===== src/rtl/fir_result_sink.sv =====
// fir_result_sink: consumer end of the FIR output interface.
// Captures done_in-qualified results into a first-word-fall-through FIFO,
// tags frame boundaries, streams them out on valid/ready and drives
// watermark backpressure (stop_out) back to the FIR controller.
// Optional: define FIR_SINK_PEAK_EN to add the peak_abs output.
module fir_result_sink #(
   parameter int unsigned DATAWIDTH = 16,
   parameter int unsigned DEPTH     = 8,
   parameter int unsigned HI_WM     = 6,
   parameter int unsigned LO_WM     = 2,
   parameter int unsigned FRAME_LEN = 4
) (
   input  logic                            clk,
   input  logic                            rst,
   input  logic signed [2*DATAWIDTH-1:0]   y_in,
   input  logic                            done_in,
   output logic                            stop_out,
   input  logic                            flush,
   input  logic                            clr_ovf,
   output logic signed [2*DATAWIDTH-1:0]   m_data,
   output logic                            m_last,
   output logic                            m_valid,
   input  logic                            m_ready,
   output logic [$clog2(DEPTH):0]          count,
   output logic                            overflow
`ifdef FIR_SINK_PEAK_EN
   ,
   output logic [2*DATAWIDTH-1:0]          peak_abs
`endif
);

   localparam int unsigned RW = 2 * DATAWIDTH;
   localparam int unsigned EW = RW + 1;
   localparam int unsigned AW = $clog2(DEPTH);
   localparam int unsigned CW = AW + 1;
   localparam int unsigned FW = (FRAME_LEN > 1) ? $clog2(FRAME_LEN) : 1;

   typedef enum logic {
      RUN  = 1'b0,
      HOLD = 1'b1
   } state_e;

   // Storage: {last tag, result}
   logic [EW-1:0] mem_q [DEPTH];

   logic [AW-1:0] wr_ptr_q, wr_ptr_d;
   logic [AW-1:0] rd_ptr_q, rd_ptr_d;
   logic [CW-1:0] count_q, count_d;
   logic [FW-1:0] frm_q, frm_d;
   logic          overflow_q, overflow_d;
   state_e        state_q, state_d;

   logic          full;
   logic          pop;
   logic          push_ok;
   logic          drop;
   logic          last_tag;
   logic [EW-1:0] head;

   // Head-of-FIFO presentation, gated so an empty FIFO shows zeros
   always_comb begin
      head     = mem_q[rd_ptr_q];
      m_valid  = (count_q != '0);
      m_data   = m_valid ? $signed(head[RW-1:0]) : '0;
      m_last   = m_valid & head[RW];
      count    = count_q;
      overflow = overflow_q;
      stop_out = (state_q == HOLD);
   end

   // Handshake decode: flush masks both push and pop
   always_comb begin
      full     = (count_q == CW'(DEPTH));
      pop      = m_valid & m_ready & ~flush;
      push_ok  = done_in & ~flush & (~full | pop);
      drop     = done_in & ~flush & full & ~pop;
      last_tag = (frm_q == FW'(FRAME_LEN - 1));
   end

   // Next-state for pointers, occupancy, frame counter and overflow flag
   always_comb begin
      wr_ptr_d   = wr_ptr_q;
      rd_ptr_d   = rd_ptr_q;
      count_d    = count_q;
      frm_d      = frm_q;
      overflow_d = overflow_q;

      if (flush) begin
         wr_ptr_d = '0;
         rd_ptr_d = '0;
         count_d  = '0;
         frm_d    = '0;
      end else begin
         if (push_ok) begin
            wr_ptr_d = wr_ptr_q + AW'(1);
            frm_d    = last_tag ? '0 : frm_q + FW'(1);
         end
         if (pop) begin
            rd_ptr_d = rd_ptr_q + AW'(1);
         end
         count_d = count_q + CW'(push_ok) - CW'(pop);
      end

      if (drop) begin
         overflow_d = 1'b1;
      end else if (clr_ovf) begin
         overflow_d = 1'b0;
      end
   end

   // Backpressure next state, evaluated on the post-edge occupancy
   always_comb begin
      state_d = state_q;
      case (state_q)
         RUN:     if (count_d >= CW'(HI_WM)) state_d = HOLD;
         HOLD:    if (count_d <= CW'(LO_WM)) state_d = RUN;
         default: state_d = RUN;
      endcase
   end

   // Control registers
   always_ff @(posedge clk or negedge rst) begin
      if (!rst) begin
         wr_ptr_q   <= '0;
         rd_ptr_q   <= '0;
         count_q    <= '0;
         frm_q      <= '0;
         overflow_q <= 1'b0;
      end else begin
         wr_ptr_q   <= wr_ptr_d;
         rd_ptr_q   <= rd_ptr_d;
         count_q    <= count_d;
         frm_q      <= frm_d;
         overflow_q <= overflow_d;
      end
   end

   // Backpressure FSM state register; stop_out decodes HOLD
   always_ff @(posedge clk or negedge rst) begin
      if (!rst) begin
         state_q <= RUN;
      end else begin
         state_q <= state_d;
      end
   end

   // Data array write; contents are only observed through count-gated reads
   always_ff @(posedge clk) begin
      if (push_ok) begin
         mem_q[wr_ptr_q] <= {last_tag, y_in};
      end
   end

`ifdef FIR_SINK_PEAK_EN
   logic [RW-1:0] y_abs;
   logic [RW-1:0] peak_q, peak_d;

   // Magnitude of the incoming result; most negative value saturates
   always_comb begin
      if (y_in == $signed({1'b1, {(RW-1){1'b0}}})) begin
         y_abs = {1'b0, {(RW-1){1'b1}}};
      end else if (y_in[RW-1]) begin
         y_abs = $unsigned(-y_in);
      end else begin
         y_abs = $unsigned(y_in);
      end
   end

   // Running peak over accepted pushes, cleared by flush
   always_comb begin
      peak_d = peak_q;
      if (flush) begin
         peak_d = '0;
      end else if (push_ok && (y_abs > peak_q)) begin
         peak_d = y_abs;
      end
   end

   // Peak register
   always_ff @(posedge clk or negedge rst) begin
      if (!rst) begin
         peak_q <= '0;
      end else begin
         peak_q <= peak_d;
      end
   end

   assign peak_abs = peak_q;
`endif

endmodule


===== config.mk =====
export PLATFORM = sky130hd
export DESIGN_NAME = fir_result_sink
export DESIGN_NICKNAME = d
export VERILOG_FILES = /design/src/rtl/fir_result_sink.sv
export SDC_FILE = /design/constraint.sdc
export NUM_CORES = 1
export LEC_CHECK = 0
export ABC_AREA = 0
export CORE_UTILIZATION = 29
export CTS_CLUSTER_SIZE = 20
export DETAILED_ROUTE_END_ITERATION = 8
export HOLD_SLACK_MARGIN = 0.1
export PLACE_DENSITY = 0.45
export SLEW_MARGIN = 40
export SYNTH_ARGS = -nofsm -noshare
export SYNTH_HDL_FRONTEND = slang
export SYNTH_SLANG_ARGS = --single-unit

===== constraint.sdc =====
create_clock -name clk -period 3.8 [get_ports clk]
set_clock_uncertainty 0.1 [all_clocks]
set_input_delay 0.76 -clock clk [delete_from_list [all_inputs] [get_ports clk]]
set_output_delay 0.76 -clock clk [all_outputs]
set_load 0.1 [all_outputs]

# [Word-level counts from Yosys, hierarchy flattened]
# Memories as Yosys holds them, arrays and structs flattened.
# Index checks and enable logic that the tools add are counted.
# Widths: inputs -> output; s select.
[op_classes] n_addsub=5 n_mux=16 magnitude_cmp=2 n_reduce_logical=4 bitwise=12 n_eq_ne=2
[op_table] op="$mux 32" n=1
[op_table] op="$mux 3" n=4
[op_table] op="$and 1x1->1" n=7
[op_table] op="$add 3x1->3 const B" n=2
[op_table] op="$mux 1" n=6
[op_table] op="$mux 2" n=3
[op_table] op="$reduce_bool 2->1" n=3
[op_table] op="$add 4x1->4" n=1
[op_table] op="$eq 4x4->1 const B" n=1
[op_table] op="$ge 4x3->1 const B" n=1
[op_table] op="$le 4x2->1 const B" n=1
[op_table] op="$mux 4" n=1
[op_table] op="$not 1->1" n=4
[op_table] op="$reduce_bool 4->1" n=1
[op_table] op="$sub 4x1->4" n=1
[op_table] op="$add 2x1->2 const B" n=1
[op_table] op="$eq 2x2->1 const B" n=1
[op_table] op="$pmux 1 s2" n=1
[op_table] op="$or 1x1->1" n=1
[word_totals] register_bits=14 elab_cells=48 mem_bits_rw=264 out_inout_bits=40 input_bits=38 mem_count=1
[memory_table] memory="mem_q" depth=8 word_bits=33 rd=1 rd_clocked_by_memory_dff=0 write_ports=1 line_no="44" source="logic [EW-1:0] mem_q [DEPTH];"

# [Logic depth before layout (Yosys ltp)]
[depth] depth_word=11 ltp_mapped=10 mapped_depth_nobuf=10

# [Least setup slack after synthesis]
# No wires, ideal clock.
[synth_timing] path_type="flip-flop to flip-flop" from="register count_q[2], in the netlist count[2]" to="memory mem_q[1][0] (netlist name) (enable)" setup_time_ps=464 setup_slack_ps=-917 arrival_time_ps=4153 t_required_ps=3236 n_path_buf=0 period_less_slack_ps=4717 path_stages_with_launch=6 path_cell_list="dfrtp_1 > inv_1 > ha_1 > nor3b_1 > o2111ai_1 > nor3_1"
[synth_between] elab_chain_len=7 elab_cells_between_ends=9 cone_classes="eq/ne (1); mux (2); bitwise (5); reduce/logical (1)"
[synth_rtl] item="start, declared" line_no="48" source="logic [CW-1:0] count_q, count_d;"
[synth_rtl] item="start signal, assigned" line_no="132" source="count_q <= count_d;"
[synth_rtl] item="$reduce_bool 4->1" line_no="63" source="m_valid = (count_q != '0);"
[synth_rtl] item="$and 1x1->1 (2 in series)" line_no="74" source="pop = m_valid & m_ready & ~flush;"
[synth_rtl] item="$or 1x1->1 (*)" line_no="75" source="push_ok = done_in & ~flush & (~full | pop);"
[synth_rtl] item="$and 1x1->1 (*)" line_no="75"
[synth_rtl] item="$mux 1 (*)" line_no="149" source="if (push_ok) begin"
[synth_rtl] item="$mux 1 (implied by the code) (*)" line_no="150" source="mem_q[wr_ptr_q] <= {last_tag, y_in};"
[synth_rtl] item="end, declared" line_no="44"
# Mark *: on every way between the ends. The rest lies on a longest branch, timed or not.

# [Worst setup path after layout]
[layout_timing] from="register rd_ptr_q[0]" to="output m_data[10]"
[layout_between] elab_chain_len=2
[layout_rtl] item="start, declared" line_no="47" source="logic [AW-1:0] rd_ptr_q, rd_ptr_d;"
[layout_rtl] item="start signal, assigned" line_no="131" source="rd_ptr_q <= rd_ptr_d;"
[layout_rtl] item="$mem_v2 8x33"
[layout_rtl] item="$mux 32" line_no="64" source="m_data = m_valid ? $signed(head[RW-1:0]) : '0;"
[layout_rtl] item="end, declared" line_no="20" source="output logic signed [2*DATAWIDTH-1:0] m_data,"
# Every way passes these cells.

==> impl_summary.log <==
INFO  metric intPower = 6.44 mW
INFO  metric detail_route.iter0.violations = 237
INFO  metric cts.hold.buffers_added = 0
INFO  metric slew_viol_final = 0
INFO  metric grt_max_degree = 41
INFO  metric drt.antenna.violating_nets = 0
INFO  metric synth.distinct_cells = 42
INFO  metric clkSlewWorstSetupHoldPaths = 60 ps
INFO  metric ctsRootBufferMaster = sky130_fd_sc_hd__clkbuf_16
INFO  metric cap_viol_max_count = 0
INFO  metric core-area = 0.0367 sq mm
INFO  metric worstSkewPairLatency = 560 ps
INFO  metric clockBufferDepth = 3
INFO  metric worst_pin_slew = 655 ps
INFO  metric cts_tree = yes
INFO  metric dominant_combinational_cell_family_by_area_after_synthesis = multiplexers
INFO  metric worst_ir_drop_vdd = 0.321 mV
INFO  metric cts.repair.resized = 0
INFO  metric vias = 5103
INFO  metric most_common_cell_after_layout_fill_and_taps_aside = sky130_fd_sc_hd__edfxtp_1
INFO  metric final.setup.tns = 0 ps
INFO  metric h-tree-depth = 1
INFO  metric setup_repair_bufs_after_cts = 0
INFO  metric syn_area_per_cell = 22.5 sq um
INFO  metric synth-compound-area-share = 3.71%
INFO  metric number_of_global_route_vias_before_repair = 5722
INFO  metric crit_path_cells = buf_12 > mux4_1 > a22o_2 > buf_12
INFO  metric status = complete, no violations
INFO  metric drt-wirelength-per-cell = 21.5 um
INFO  metric timing.fmax = 283 MHz
INFO  metric post-route-period-util = 93.0%
INFO  metric core.rowCount = 70
INFO  metric drt_pass1_iterations = 4
INFO  metric syn_inst = 483
INFO  metric yosys.area_share.xor_xnor = 0.0807%
INFO  metric net-switching-power = 3.61 mW
INFO  metric gp_congestion = 0.789
INFO  metric timing.critical_path.required = 2940 ps
INFO  metric ys.flop_type = sky130_fd_sc_hd__edfxtp_1
INFO  metric globalRoute.totalOverflow = 0
INFO  metric layout_common_cells = sky130_fd_sc_hd__edfxtp_1, sky130_fd_sc_hd__mux4_2, sky130_fd_sc_hd__buf_12
INFO  metric endpoint_kind = output pin
INFO  metric grt_setup_unrepaired = false
INFO  metric drive_above_1_share = 33.7%
INFO  metric synth_mux_area_share = 14.7%
INFO  metric timing.critical_path.slowest_cell_delay = 710 ps
INFO  metric relSlewSlack = 56.2%
INFO  metric timing.final.hold_violations = 0
INFO  metric grt_antenna_before_repair = 2
INFO  metric dp_hpwl = 13.6 mm
INFO  metric worstSetupPathType = reg -> out
INFO  metric worst_slack = 268 ps
INFO  metric grt_first_pass_wirelength = 35.4 mm
INFO  metric antenna_cells_inserted = 0
INFO  metric final-setup-viol-count = 0
INFO  metric mappedNetlistNets = 530
INFO  metric worst_setup_path_start_kind = flop
INFO  metric initial_core_util = 29.6%
INFO  metric power.sequential.fraction = 35.5%
INFO  metric postSynthRegisterBits = 278
INFO  metric startpoint = rd_ptr_q[0]
INFO  metric dp_worst_setup_slack = 272 ps
INFO  metric powerDensity = 736 mW/mm^2
INFO  metric top_level_ports = 78
INFO  metric die-height = 195 um
INFO  metric critical_path.max_fanout = 28
INFO  metric post-route-drc-count = 0
INFO  metric ys_warn_count = 0
INFO  metric power.share.clock = 27.1%
INFO  metric cpMaxStageDelayCell = sky130_fd_sc_hd__dfrtp_4
INFO  metric worst_r2r_startpoint = count[2]
INFO  metric power.share.combinational = 37.3%
INFO  metric avgViaCountPerCell = 4.70
INFO  metric post_synth_and_or_nand_nor_area_fraction = 2.16%
INFO  metric min-delay-path-class = reg -> reg
INFO  metric synthArstFlopShare = 5.04%
INFO  metric place.port_buffers = 77
INFO  metric crit_arrival = 2670 ps
INFO  metric synth_top_cells_by_area = sky130_fd_sc_hd__edfxtp_1, sky130_fd_sc_hd__mux4_2, sky130_fd_sc_hd__mux4_1
INFO  metric grtUsageTotal = 12.4%
INFO  metric numClockSinks = 278
INFO  metric p_sw_share = 35.9%
INFO  metric detail_route.wirelength = 23.3 mm
INFO  metric layout-area-overhead-vs-synth = 25.8%
INFO  metric nets = 642
INFO  metric min-delay-start = frm_q[1]
INFO  metric p_leak = 4.43 nW
INFO  metric die_area = 0.0382 sq mm
INFO  metric chipWidth = 195 um
INFO  metric critical_path.most_common_cell = sky130_fd_sc_hd__buf_12
INFO  metric synth-edff-count = 264
INFO  metric synth_adder_area_share = 1.11%
INFO  metric synth.yosys.seq_area_share = 76.3%
INFO  metric cts_buffers = 30
INFO  metric syn_area = 0.0108 sq mm
INFO  metric yosysTopAreaCellShare = 73.1%
INFO  metric largest_area_contributor_in_the_synthesized_netlist = sky130_fd_sc_hd__edfxtp_1
INFO  metric period_minus_slack = 3530 ps
INFO  metric fillers = 3293
metrics by stage:
stage                     utilization [%]  hold slack (ps)  instance area (sq um)  total power [mW]  std cells
after floorplan                         -              364                  10900              6.15        483
after global placement               34.7              428                  12700              7.44       1030
after detailed placement             34.7              443                  12700              7.44       1031
after CTS                            37.2              452                  13600              10.2       1085
after global routing                 37.2              457                  13600              10.4       1085
final                                37.2              453                  13600              10.0       1085
final cells by class:
class | instances | area, sq um | area share [%]
clock buffers | 35 | 769 | 5.64
clock inverters | 19 | 153 | 1.12
inverters | 7 | 26.3 | 0.193
multi-input cells | 175 | 2480 | 18.2
flip-flops and latches | 278 | 8290 | 60.7
well taps | 468 | 586 | 4.29
repair buffers | 103 | 1350 | 9.88
cells in the mapped netlist (2+ instances only):
cell	n
sky130_fd_sc_hd__ha_1	8
sky130_fd_sc_hd__mux2_2	2
sky130_fd_sc_hd__inv_1	5
sky130_fd_sc_hd__buf_4	4
sky130_fd_sc_hd__nor3b_1	2
sky130_fd_sc_hd__a22o_1	33
sky130_fd_sc_hd__nor2_1	12
sky130_fd_sc_hd__edfxtp_1	264
sky130_fd_sc_hd__nand2_1	7
sky130_fd_sc_hd__o21ai_0	5
sky130_fd_sc_hd__buf_12	3
sky130_fd_sc_hd__dfrtp_1	14
sky130_fd_sc_hd__nand2b_1	2
sky130_fd_sc_hd__mux2i_1	2
sky130_fd_sc_hd__or3b_1	2
sky130_fd_sc_hd__mux4_2	52
sky130_fd_sc_hd__buf_2	5
sky130_fd_sc_hd__a21oi_1	5
sky130_fd_sc_hd__mux4_1	14
sky130_fd_sc_hd__nor3_1	3
sky130_fd_sc_hd__clkbuf_1	6
sky130_fd_sc_hd__buf_6	4
sky130_fd_sc_hd__o21ai_1	2
sky130_fd_sc_hd__nand3_1	4
sky130_fd_sc_hd__nor2b_1	6
path summary, 6_finish.rpt:
| kind | to | slack [ps] | cells after the start |
|---|---|---|---|
| max in group asynchronous | rd_ptr_q[1] | 2610 | 1 |
| setup / recovery | m_data[10] | 270 | 4 |
| hold / removal | frm_q[1] | 450 | 2 |
| hold reg to reg | frm_q[1] | 450 | 2 |
| setup reg to reg | stop_out | 970 | 10 |
| min in group asynchronous | count[2] | 500 | 1 |
power groups by stage:
stage / combinational, mW / sequential (mW) / clock, mW
final: 3.75 / 3.57 / 2.72
after global routing: 3.90 / 3.59 / 2.91
after CTS: 3.81 / 3.58 / 2.82
after detailed placement: 3.80 / 3.64 / 0
after global placement: 3.81 / 3.63 / 0
after floorplan: 2.45 / 3.70 / 0
sequential cells by signal (all words and copies together), names as in the netlist:
register and cells:
mem_q 264, frm_q 2, overflow 1, stop_out 1, count 4, rd_ptr_q 3, wr_ptr_q 3
critical path: cells and delay by family (launching register included):
kind,cells,cell delay [ps]
AO/OA/AOI/OAI,1,310
multiplexers,1,580
buffers and inverters,2,470
flip-flops,1,710
per-layer routing:
layer / vias up / track usage, % / part of all wire (%)
met5: - / 0 / 0.10
met4: 4 / 3.24 / 1.8
met3: 38 / 2.44 / 4.6
met2: 103 / 20.9 / 49
met1: 2673 / 16.5 / 44
li1: 2285 / - / -
cells by family after synthesis:
logic type               Yosys count
flip-flops                       278
multiplexers                      71
AO/OA/AOI/OAI                     51
AND/OR/NAND/NOR                   43
buffers and inverters             30
adder cells (fa/ha/maj)            9
XOR/XNOR                           1
No activity file was read; power rests on OpenSTA's default activity.
